--- src/rtl/hdmi_mdrp_pkg.sv ---
// rtl/hdmi_mdrp_pkg.sv - shared MDRP opcodes, FSM states and request record
package hdmi_mdrp_pkg;

  localparam logic [1:0] MDRP_OPC_CLR = 2'b00;
  localparam logic [1:0] MDRP_OPC_WR  = 2'b01;
  localparam logic [1:0] MDRP_OPC_RD  = 2'b10;

  typedef enum logic [2:0] {
    ST_IDLE,
    ST_CLR,
    ST_SEEK,
    ST_RD,
    ST_WR,
    ST_RSP
  } mdrp_state_t;

  typedef struct packed {
    logic       we;
    logic [7:0] addr;
    logic [7:0] mask;
    logic [7:0] data;
  } mdrp_req_t;

  // Replace only the masked bits of the byte read back from the PLL.
  function automatic logic [7:0] mdrp_merge(input logic [7:0] old_byte,
                                            input logic [7:0] mask,
                                            input logic [7:0] data);
    return (old_byte & ~mask) | (data & mask);
  endfunction

endpackage

--- src/rtl/hdmi_mdrp_access.sv ---
// rtl/hdmi_mdrp_access.sv - single-request read/modify/write engine for the PLL MDRP port
module hdmi_mdrp_access
  import hdmi_mdrp_pkg::*;
#(
  parameter int         RD_LAT   = 1,
  parameter logic [7:0] ADDR_MAX = 8'h7F
) (
  input  logic       I_MD_CLK,
  input  logic       I_RST_N,
  input  logic       I_REQ_VLD,
  output logic       O_REQ_RDY,
  input  logic       I_REQ_WE,
  input  logic [7:0] I_REQ_ADDR,
  input  logic [7:0] I_REQ_MASK,
  input  logic [7:0] I_REQ_DATA,
  output logic       O_RSP_VLD,
  input  logic       I_RSP_RDY,
  output logic [7:0] O_RSP_DATA,
  output logic       O_RSP_ERR,
  output logic       O_MD_INC,
  output logic [1:0] O_MD_OPC,
  output logic [7:0] O_MD_WR_DATA,
  input  logic [7:0] I_MD_RD_DATA,
  output logic       O_BUSY
);

  // Read-wait counter is loaded with RD_LAT-1 so the last RD cycle is count zero.
  localparam logic [1:0] LAT_LOAD = 2'(RD_LAT - 1);

  mdrp_state_t state;
  mdrp_req_t   req;
  logic [7:0]  cur_addr;   // shadow of the PLL's internal address pointer
  logic [7:0]  rd_byte;
  logic [1:0]  lat_cnt;

  // Sequencer: every output is registered alongside the state it belongs to,
  // so each branch sets the outputs for the state being entered next.
  always_ff @(posedge I_MD_CLK or negedge I_RST_N) begin
    if (!I_RST_N) begin
      state        <= ST_IDLE;
      req          <= '0;
      cur_addr     <= 8'd0;
      rd_byte      <= 8'd0;
      lat_cnt      <= 2'd0;
      O_REQ_RDY    <= 1'b0;
      O_RSP_VLD    <= 1'b0;
      O_RSP_DATA   <= 8'd0;
      O_RSP_ERR    <= 1'b0;
      O_MD_INC     <= 1'b0;
      O_MD_OPC     <= MDRP_OPC_CLR;
      O_MD_WR_DATA <= 8'd0;
      O_BUSY       <= 1'b0;
    end else begin
      O_MD_INC <= 1'b0;
      O_MD_OPC <= MDRP_OPC_RD;
      case (state)
        ST_IDLE: begin
          if (I_REQ_VLD && O_REQ_RDY) begin
            req       <= '{we: I_REQ_WE, addr: I_REQ_ADDR, mask: I_REQ_MASK, data: I_REQ_DATA};
            O_REQ_RDY <= 1'b0;
            O_BUSY    <= 1'b1;
            if (I_REQ_ADDR > ADDR_MAX) begin
              // Out-of-range: answer straight away, pointer untouched.
              state      <= ST_RSP;
              O_RSP_VLD  <= 1'b1;
              O_RSP_ERR  <= 1'b1;
              O_RSP_DATA <= 8'd0;
            end else if (I_REQ_ADDR < cur_addr) begin
              // Pointer only moves forward, so going back needs a clear first.
              state    <= ST_CLR;
              O_MD_OPC <= MDRP_OPC_CLR;
            end else begin
              state    <= ST_SEEK;
              O_MD_INC <= (cur_addr < I_REQ_ADDR);
            end
          end else begin
            O_REQ_RDY <= 1'b1;
            O_BUSY    <= 1'b0;
          end
        end

        ST_CLR: begin
          cur_addr <= 8'd0;
          state    <= ST_SEEK;
          O_MD_INC <= (req.addr != 8'd0);
        end

        ST_SEEK: begin
          if (cur_addr < req.addr) begin
            // This cycle carries an INC pulse; the PLL pointer steps on this edge.
            cur_addr <= cur_addr + 8'd1;
            O_MD_INC <= ((cur_addr + 8'd1) < req.addr);
          end else begin
            state   <= ST_RD;
            lat_cnt <= LAT_LOAD;
          end
        end

        ST_RD: begin
          if (lat_cnt == 2'd0) begin
            rd_byte <= I_MD_RD_DATA;
            if (req.we) begin
              state        <= ST_WR;
              O_MD_OPC     <= MDRP_OPC_WR;
              O_MD_WR_DATA <= mdrp_merge(I_MD_RD_DATA, req.mask, req.data);
            end else begin
              state      <= ST_RSP;
              O_RSP_VLD  <= 1'b1;
              O_RSP_ERR  <= 1'b0;
              O_RSP_DATA <= I_MD_RD_DATA;
            end
          end else begin
            lat_cnt <= lat_cnt - 2'd1;
          end
        end

        ST_WR: begin
          state      <= ST_RSP;
          O_RSP_VLD  <= 1'b1;
          O_RSP_ERR  <= 1'b0;
          O_RSP_DATA <= rd_byte;
        end

        ST_RSP: begin
          // Ready is raised one cycle after the handshake, never during it.
          if (I_RSP_RDY) begin
            state     <= ST_IDLE;
            O_RSP_VLD <= 1'b0;
            O_RSP_ERR <= 1'b0;
            O_REQ_RDY <= 1'b1;
            O_BUSY    <= 1'b0;
          end
        end

        default: begin
          state     <= ST_IDLE;
          O_RSP_VLD <= 1'b0;
          O_REQ_RDY <= 1'b0;
          O_BUSY    <= 1'b0;
        end
      endcase
    end
  end

endmodule

--- config.mk ---
export PLATFORM = sky130hd
export DESIGN_NAME = hdmi_mdrp_access
export DESIGN_NICKNAME = d
export VERILOG_FILES = /design/src/rtl/hdmi_mdrp_pkg.sv /design/src/rtl/hdmi_mdrp_access.sv
export SDC_FILE = /design/constraint.sdc
export NUM_CORES = 1
export LEC_CHECK = 0
export BUFFER_PORTS_ARGS = -buffer_cell sky130_fd_sc_hd__buf_2
export CORE_MARGIN = 2
export CORE_UTILIZATION = 30
export CTS_BUF_LIST = sky130_fd_sc_hd__clkbuf_4 sky130_fd_sc_hd__clkbuf_8 sky130_fd_sc_hd__clkbuf_16
export DETAILED_ROUTE_END_ITERATION = 8
export SLEW_MARGIN = 20
export SYNTH_ARGS = -nofsm -noshare
export SYNTH_HDL_FRONTEND = slang
export SYNTH_SLANG_ARGS = --single-unit
export TNS_END_PERCENT = 20
--- constraint.sdc ---
create_clock -name I_MD_CLK -period 2.5 [get_ports I_MD_CLK]
set_input_delay 0.5 -clock I_MD_CLK [delete_from_list [all_inputs] [get_ports I_MD_CLK]]
set_output_delay 0.5 -clock I_MD_CLK [all_outputs]
set_load 0.05 [all_outputs]
==> out/metrics.yaml, run 1 <==
dr_total_vias: 2898
cts_root_buf: "clkbuf_16"
rows: 40
path_clk_slew_ns: 0.06
fin_util_pct: 36.9
ys_types: 52
yosys-top-cells-area: "dfrtp_1, ha_1, mux2_2"
hold_path_class: "input pin to async pin"
fin_crit_sh_pct: 90.1
seq_area_frac_synth_pct: 46.4
r2r_end: "O_MD_INC"
status: "completed"
globalRouteTotalUtil_pct: 13.8
cts_setup_buffers: 0
overflow: 0
drcViolationCount: 0
wl_met3_um: 530
place.port_buffers: 59
dr.max_layer_used: "met4"
fill_cells: 1186
grt_setup_unrepaired: "false"
worstSkewPairLatency_ns: 0.33
hold_viol_final: 0
tightest_slew_ns: 0.604
syn_area_um2: 3720
start_util_pct: 30.9
cts.path.max_buffers: 2
antenna_cells: 0
grt_antenna_before_repair: 0
avgSynthCellArea_um2: 10.5
vias_per_cell: 4.90
critPathKind: "register to register"
drive_gt1_share_pct: 30.0
die_w_um: 115
leakage_uw: 0.00206
wl_per_cell_um: 14.7
cts_tree: "done"
crit_fanout: 8
drt-met1-wl_um: 3810
finalCriticalPeriod_ns: 2.25
report.final.slew_viol_count: 0
synth_seq_cells: 69
area_growth_pct: 19.5
r2r_cells: 10
yosysWarnings: 0
hold_buffers: 0
setup.worst_path.start_class: "register"
netlist.area_leader.share_pct: 46.4
routed-wl-met2_um: 4170
grt_max_degree: 26
p_per_area_nw_per_um2: 1300
place_congestion: 0.913
place.detailed.hpwl_um: 6580
reg2reg_from: "cur_addr[2]"
multiInputGateArea_um2: 1800
cts_resized: 0
drt_first_pass_iters: 4
setup_viol: 0
cts.sinks: 69
antenna_left: 0
final_nets: 480
finalWirelength_um: 8680
netlist_instances: 356
r2r_slack_ns: 0.25
drtIter0Drc: 135
drv_cap: 0
synthesis.nets: 417
grt_pass1_wl_um: 14400
yosys.area.top_type: "dfrtp_1"
cp-end-kind: "register"
maxSlewHeadroom_pct: 59.4
grt_pass1_vias: 2980
cts_made_buffers: 9
core_um2: 12100
cp.required_ns: 2.74
arrival_ns: 2.49
cts_max_level: 3
io_pins: 60
setup_tns_ns: 0
die_area_um2: 13300
max_freq_mhz: 444
fp.dieH_um: 115
finalPower_uw: 5790
ir_drop_uv: 656
ff_latch_area_um2: 1730
fin_skew_ns: 0.00692
[layout make-up]
class	instances	share of cell area, %
clock buffers	10	5.37
clock inverters	5	0.843
inverters	23	1.94
multi-input cells	250	40.5
flip-flops and latches	69	38.8
well taps	168	4.72
repair buffers	66	7.81
[metrics by stage]
stage | std cells | hold WS [ns] | worst slack (ns) | area, um^2
after floorplan | 356 | 0.204 | 0.502 | 3720
after global placement | 576 | 0.463 | 0.301 | 4180
after detailed placement | 576 | 0.474 | 0.213 | 4180
after CTS | 591 | 0.151 | 0.280 | 4450
after global routing | 591 | 0.168 | 0.0693 | 4450
final | 591 | 0.145 | 0.249 | 4450
[critical path, stage by stage (launching register included)]
cell and delay, ns:
dfrtp_1 0.46, and3_1 0.24, nand3_1 0.10, or2_2 0.31
nand2_1 0.08, ha_1 0.24, a21o_1 0.16, a21o_1 0.17
a21oi_1 0.14, o21ai_0 0.10, o21ai_0 0.16
[synth_stat cells (all sizes together)]
master / count
a211oi: 5
a21boi: 1
a21o: 3
a21oi: 35
a22o: 1
a22oi: 8
a2bb2oi: 1
a311oi: 1
a31o: 4
a32oi: 1
and2: 2
and2b: 1
and3: 4
and4: 2
buf: 14
dfrtp: 69
ha: 24
inv: 23
mux2: 26
mux2i: 8
nand2: 30
nand2b: 4
nand3: 17
nand3b: 1
nand4: 2
nor2: 26
nor3: 3
nor4: 3
o2111ai: 1
o211ai: 1
o21a: 2
o21ai: 22
o221ai: 1
o22ai: 3
o311ai: 1
or2: 1
or3b: 1
xnor2: 4
[report_power, final]
group          internal (uW)  leakage [uW]  switching [uW]
registers               1620      0.000828             374
clock network            694      0.000131             480
logic                    952       0.00110            1670
[cells in the final DEF, fill, tap and decap left out, types with 2 or more instances in the layout]
cell type	count
and4_1	2
nor3_1	2
a22oi_1	8
o21a_1	2
clkinv_4	2
mux2i_1	8
nor2_1	25
nand2_1	26
o22ai_1	3
clkbuf_16	9
dfrtp_1	69
nand3_1	16
nand2_2	4
a21o_1	3
inv_1	22
a21oi_1	34
buf_2	59
a31o_1	2
nand4_1	2
and3_1	3
ha_1	24
clkinvlp_4	2
a211oi_1	5
xnor2_1	4
mux2_2	26
nor4_1	3
o21ai_0	21
nand2b_1	3
buf_4	7
[per-layer routing]
metal | vias to the layer above | track usage [%]
met5 | - | 0
met4 | 0 | 5.06
met3 | 15 | 4.24
met2 | 88 | 22.2
met1 | 1399 | 17.5
li1 | 1396 | -
[kinds of logic (layout without fill, tap and decap cells)]
| logic type | after synthesis | after routing | synth area share [%] |
|---|---|---|---|
| AOI/OAI and AO/OA | 91 | 91 | 16.1 |
| adders and majority gates | 24 | 24 | 8.06 |
| DFF | 69 | 69 | 46.4 |
| and+or+nand+nor | 97 | 97 | 13.3 |
| muxes | 34 | 34 | 10.0 |
| buffers and inverters | 37 | 104 | 5.21 |
| xor gates and xnor gates | 4 | 4 | 0.940 |
[worst max-delay path by stage]
stage / start / end / cells past startpoint
after detailed placement: I_REQ_ADDR[7] / state[1] / 9
after global placement: I_REQ_ADDR[7] / state[1] / 9
after floorplan: cur_addr[2] / O_MD_INC / 10
final: cur_addr[2] / O_MD_INC / 10
after CTS: cur_addr[2] / O_MD_INC / 10
after global routing: cur_addr[2] / O_MD_INC / 10
[registers in the layout, indices dropped and copies added, names as in the netlist]
register / cells
req: 25
O_MD_WR_DATA: 8
O_RSP_DATA: 8
cur_addr: 8
rd_byte: 8
state: 3
O_MD_OPC: 2
lat_cnt: 2
O_BUSY: 1
O_MD_INC: 1
O_REQ_RDY: 1
O_RSP_ERR: 1
O_RSP_VLD: 1
(Power assumes the default switching activity.)
==> run 2, diff against run 1 <==
SLEW_MARGIN = unset   (was 20)
clock period = 2.8 ns   (was 2.5 ns; I/O delays follow)
==> run 2 against run 1 <==
Against the previous run: non-clock buffer count is 2 lower; total power shrank 8.0%; final area is 1.0% higher; clock skew is 0.0025 ns higher.
==> out/metrics.yaml, run 2 (synthesis results as in run 1) <==
final_nets: 478  # -0.42%
cts_root_buf: "clkbuf_16"
core_um2: 12100  # unchanged
grt_antenna_before_repair: 0  # unchanged
maxSlewHeadroom_pct: 56.1  # -3.3 points
die_w_um: 115  # unchanged
cts_max_level: 3  # unchanged
drt_first_pass_iters: 4  # unchanged
place.port_buffers: 59  # unchanged
fill_cells: 1204  # +1.5%
max_freq_mhz: 447  # +0.74%
drtIter0Drc: 152  # +13%
report.final.slew_viol_count: 0  # unchanged
busiest_layer: "met2"
reg2reg_from: "cur_addr[2]"
grt_use_met1_pct: 17.8  # +0.30 points
crit_start: "cur_addr[2]"
largest_reg_flops: 25  # unchanged
fp.dieH_um: 115  # unchanged
cp.required_ns: 3.04  # +0.30 ns
ff_latch_area_um2: 1730  # unchanged
final_common_cell: "dfrtp_1"
worstSkewPairLatency_ns: 0.32  # about the same
setup_tns_ns: 0  # unchanged
io_pins: 60  # unchanged
cts_made_buffers: 9  # unchanged
cts_tree: "done"
endpoint: "O_MD_INC"
antenna_cells: 0  # unchanged
globalRouteTotalUtil_pct: 13.8  # -0.032 points
drive_gt1_share_pct: 29.9  # -0.17 points
grt_max_degree: 61  # +130%
final_cell_mix: "dfrtp_1, buf_2, a21oi_1, nand2_1, mux2_2"
cts.sinks: 69  # unchanged
fin_crit_sh_pct: 79.8  # -10 points
cp-end-kind: "register"
start_util_pct: 30.9  # unchanged
wl_per_cell_um: 14.7  # -0.18%
drv_cap: 0  # unchanged
place_congestion: 0.885  # -3.1%
regMostFlops: "req"
cts.path.max_buffers: 2  # unchanged
finalWirelength_um: 8650  # -0.35%
status: "completed"
setup.worst_path.start_class: "register"
r2r_slack_ns: 0.57  # +0.32 ns
leakage_uw: 0.00208  # +0.97%
vias_per_cell: 4.92  # +0.38%
cts_resized: 0  # unchanged
met3_usage_pct: 3.87  # -0.37 points
grt_setup_unrepaired: "false"
setup_viol: 0  # unchanged
ir_drop_uv: 709  # +8.0%
cts_setup_buffers: 0  # unchanged
overflow: 0  # unchanged
grt_pass1_vias: 3006  # +0.87%
multiInputGateArea_um2: 1800  # unchanged
area_growth_pct: 20.7
rows: 40  # unchanged
arrival_ns: 2.47  # -0.02 ns
hold_path_class: "input pin to async pin"
grt.met2_usage_pct: 22.3  # +0.16 points
r2r_cells: 10  # unchanged
tightest_slew_ns: 0.658  # +0.0546 ns
crit_fanout: 8  # unchanged
critPathKind: "register to register"
grt_pass1_wl_um: 14600  # +1.2%
hold_buffers: 0  # unchanged
path_clk_slew_ns: 0.06  # about the same
antenna_left: 0  # unchanged
r2r_end: "O_MD_INC"
finalCriticalPeriod_ns: 2.23  # -0.0165 ns
drcViolationCount: 0  # unchanged
fin_util_pct: 37.3  # +0.37 points
die_area_um2: 13300  # unchanged
place.detailed.hpwl_um: 6350  # -3.5%
dr_total_vias: 2904  # +0.21%
p_per_area_nw_per_um2: 1180  # -8.9%
hold_viol_final: 0  # unchanged
fin_skew_ns: 0.00941  # +0.00249 ns
## run 2: cell count changes in the layout (fill, tap and decap cells not counted)
cell and delta:
inv_6 +1, buf_12 +1, bufinv_16 +2, clkinvlp_4 -1, buf_4 -3, clkbuf_8 -1
## run 2: how the worst min path moves through the flow
stage	start	end	slack, ns	cells past startpoint
after floorplan	I_RST_N	O_BUSY	0.26	0
after global placement	I_RST_N	rd_byte[3]	0.44	1
after detailed placement	I_RST_N	rd_byte[3]	0.45	1
after CTS	I_RST_N	rd_byte[3]	0.1	1
after global routing	I_RST_N	O_RSP_DATA[3]	0.11	1
final	I_RST_N	rd_byte[3]	0.1	1
## run 2: power by group
| group | switching [uW] | total (uW) | internal [uW] |
|---|---|---|---|
| sequential | 336 | 1780 | 1440 |
| clock | 436 | 1220 | 784 |
| combinational | 1490 | 2330 | 842 |
| total | 2260 | 5330 | 3070 |
## run 2: area by class of cell
| class | instances | area share (%) |
|---|---|---|
| Timing Repair Buffer | 64 | 7.68 |
| Inverter | 23 | 1.92 |
| Tap cell | 168 | 4.67 |
| Clock inverter | 7 | 2.20 |
| Clock buffer | 9 | 5.01 |
| Multi-Input combinational cell | 250 | 40.1 |
| Sequential cell | 69 | 38.4 |
## run 2: metal layers
layer	part of all wire [%]	wire, um
met4	1.6	142
met2	48	4140
met3	6.3	548
met1	44	3820
met5	0	0
## run 2: worst max-delay path, stage by stage, from the launching register on
cell and delay, ns:
dfrtp_1 0.47, and3_1 0.23, nand3_1 0.09, or2_2 0.31, nand2_1 0.09, ha_1 0.24
a21o_1 0.16, a21o_1 0.16, a21oi_1 0.12, o21ai_0 0.09, o21ai_0 0.16
## run 2: stage by stage
step	instances	total power, uW	area [um^2]	hold slack, ns	setup slack, ns
2_1_floorplan	356	3610	3720	0.264	0.758
3_3_place_gp	574	4070	4170	0.444	0.535
3_5_place_dp	574	4130	4170	0.446	0.487
4_1_cts	590	5380	4500	0.0971	0.540
5_1_grt	590	5710	4500	0.114	0.295
6_report	590	5330	4500	0.0953	0.565
==> run 3, diff against run 2 <==
clock period = 1.8 ns   (was 2.8 ns; I/O delays follow)
==> run 3 against run 2 <==
Against the previous run: the run now ends with setup timing left; combinational power rose by 90%; non-clock buffer count rose by 57; via count rose by 5.8%; sequential power rose by 52%; count of clock-buffer cells in the layout rose by 1; register-to-register slack got worse by 0.68 ns; critical path depth fell by 1; first-iteration DRC count fell by 11%; worst hold slack got worse by 0.050 ns; critical endpoint unchanged; highest routed layer unchanged.
==> out/metrics.yaml, run 3 (synthesis results as in run 1) <==
status: "complete, but fails checks"
violations: "setup timing"
slowest_stage: "dfrtp_1"
setup.worst_path.start_class: "register"
setup_viol: 5  # +5
grt_max_degree: 70  # +15%
rows: 40  # unchanged
grt_setup_unrepaired: "true"
report.final.slew_viol_count: 0  # unchanged
cts_tree: "done"
place_congestion: 0.857  # -3.1%
drcViolationCount: 0  # unchanged
fill_cells: 1129  # -6.2%
final_nets: 535  # +12%
ir_drop_uv: 1110  # +56%
dr_total_vias: 3071  # +5.8%
finalWirelength_um: 9180  # +6.1%
largest_reg_flops: 25  # unchanged
cts.path.max_buffers: 2  # unchanged
area_growth_pct: 38.1
max_stage_delay_ns: 0.43  # -0.04 ns
r2r_slack_ns: -0.12  # -0.68 ns
hold_buffers: 0  # unchanged
multiInputGateArea_um2: 1990  # +10%
cp.required_ns: 2.06  # -0.98 ns
hold_viol_final: 0  # unchanged
critPathKind: "register to register"
drive_gt1_share_pct: 44.3  # +14 points
fin_skew_ns: 0.00603  # -0.00338 ns
fin_crit_sh_pct: 107  # +27 points
fp.dieH_um: 115  # unchanged
cts.sinks: 69  # unchanged
finalCriticalPeriod_ns: 1.92  # -0.315 ns
final_common_cell: "dfrtp_1"
r2r_cells: 9  # -1
ff_latch_area_um2: 1730  # +0.36%
cts_made_buffers: 9  # unchanged
place.detailed.hpwl_um: 6800  # +7.1%
start_util_pct: 30.9  # unchanged
arrival_ns: 2.18  # -0.29 ns
max_freq_mhz: 521  # +16%
vias_per_cell: 4.75  # -3.6%
drt_first_pass_iters: 4  # unchanged
cts_max_level: 3  # unchanged
p_per_area_nw_per_um2: 1740  # +47%
antenna_cells: 0  # unchanged
post-route-cell-area_um2: 5140  # +14%
final_cell_mix: "dfrtp_1, buf_2, buf_4, a21oi_1, mux2_2"
overflow: 0  # unchanged
maxSlewHeadroom_pct: 69.7  # +14 points
setup_ws_ns: -0.119  # -0.685 ns
core_um2: 12100  # unchanged
grt_pass1_wl_um: 15100  # +3.7%
hold_path_class: "input pin to async pin"
io_pins: 60  # unchanged
grt_antenna_before_repair: 0  # unchanged
r2r_end: "O_MD_INC"
drv_cap: 0  # unchanged
globalRouteTotalUtil_pct: 14.5  # +0.76 points
worstSkewPairLatency_ns: 0.33  # about the same
finalPower_uw: 8950  # +68%
antenna_left: 0  # unchanged
path_cells: "and3_4 -> buf_4 -> nand3_1 -> xnor2_2 -> ha_1 -> a21o_1 -> a21oi_1 -> o21ai_1 -> o21ai_1"
cpMostUsedCell: "o21ai_1"
grt_pass1_vias: 3126  # +4.0%
setup_tns_ns: -0.327  # -0.327 ns
cp-end-kind: "register"
hold_ws_ns: 0.0450  # -0.0503 ns
placed_cell_area_um2: 4620  # +11%
place.port_buffers: 59  # unchanged
leakage_uw: 0.00239  # +15%
die_area_um2: 13300  # unchanged
reg2reg_from: "cur_addr[3]"
die_w_um: 115  # unchanged
regMostFlops: "req"
dp_slack_ns: -0.245  # -0.733 ns
tightest_slew_ns: 0.451  # -0.207 ns
wl_per_cell_um: 14.2  # -3.2%
drtIter0Drc: 135  # -11%
cts_root_buf: "clkbuf_16"
crit_fanout: 3  # -5
path_clk_slew_ns: 0.06  # about the same
-- run 3: routing by layer --
metal  GRT usage (%)  vias to the layer above  wire length (um)
li1                -                     1513                 -
met1            18.3                     1482              4110
met2            23.5                       64              4380
met3            4.45                       12               546
met4            5.30                        0               147
met5               0                        -                 0
-- run 3: area by class of cell --
type / instances / area share (%)
multi-input combinational: 250 / 38.6
inverter: 23 / 1.68
clock buffer: 10 / 4.64
tap: 168 / 4.09
timing repair buffer: 121 / 15.9
clock inverter: 6 / 1.36
sequential: 69 / 33.7
-- run 3: power by group --
group	internal [uW]	switching, uW	total, uW
Sequential	2250	458	2710
Combinational	1860	2570	4430
Clock	1120	690	1810
-- run 3: worst max path at each step --
stage                        startpoint        to  depth (start not counted)
after CTS                   cur_addr[3]  O_MD_INC                         10
after global placement    I_REQ_ADDR[7]  state[1]                          9
after global routing        cur_addr[3]  O_MD_INC                          9
final                       cur_addr[3]  O_MD_INC                          9
after detailed placement  I_REQ_ADDR[7]  state[1]                          9
after floorplan             cur_addr[2]  O_MD_INC                         10
-- run 3: repair_timing --
| action | in CTS | in global routing |
|---|---|---|
| gates resized for setup | 16 | 23 |
| setup endpoints to repair | 13 | 34 |
| pin swaps | 11 | 9 |
| buffers inserted | 2 | 2 |
-- run 3: per-stage QoR --
stage	utilization [%]	cells
after detailed placement	38.3	627
after global routing	42.7	647
after global placement	38.3	627
after floorplan	-	356
after CTS	41.6	645
final	42.7	647
-- run 3: worst max-delay path: cells and delay by family (launching register included) --
family	cells	cell delay (ns)
compound gates	4	0.49
fa+ha+maj	1	0.30
flops	1	0.43
buf+inv	1	0.11
xor+xnor	1	0.17
simple gates	2	0.34
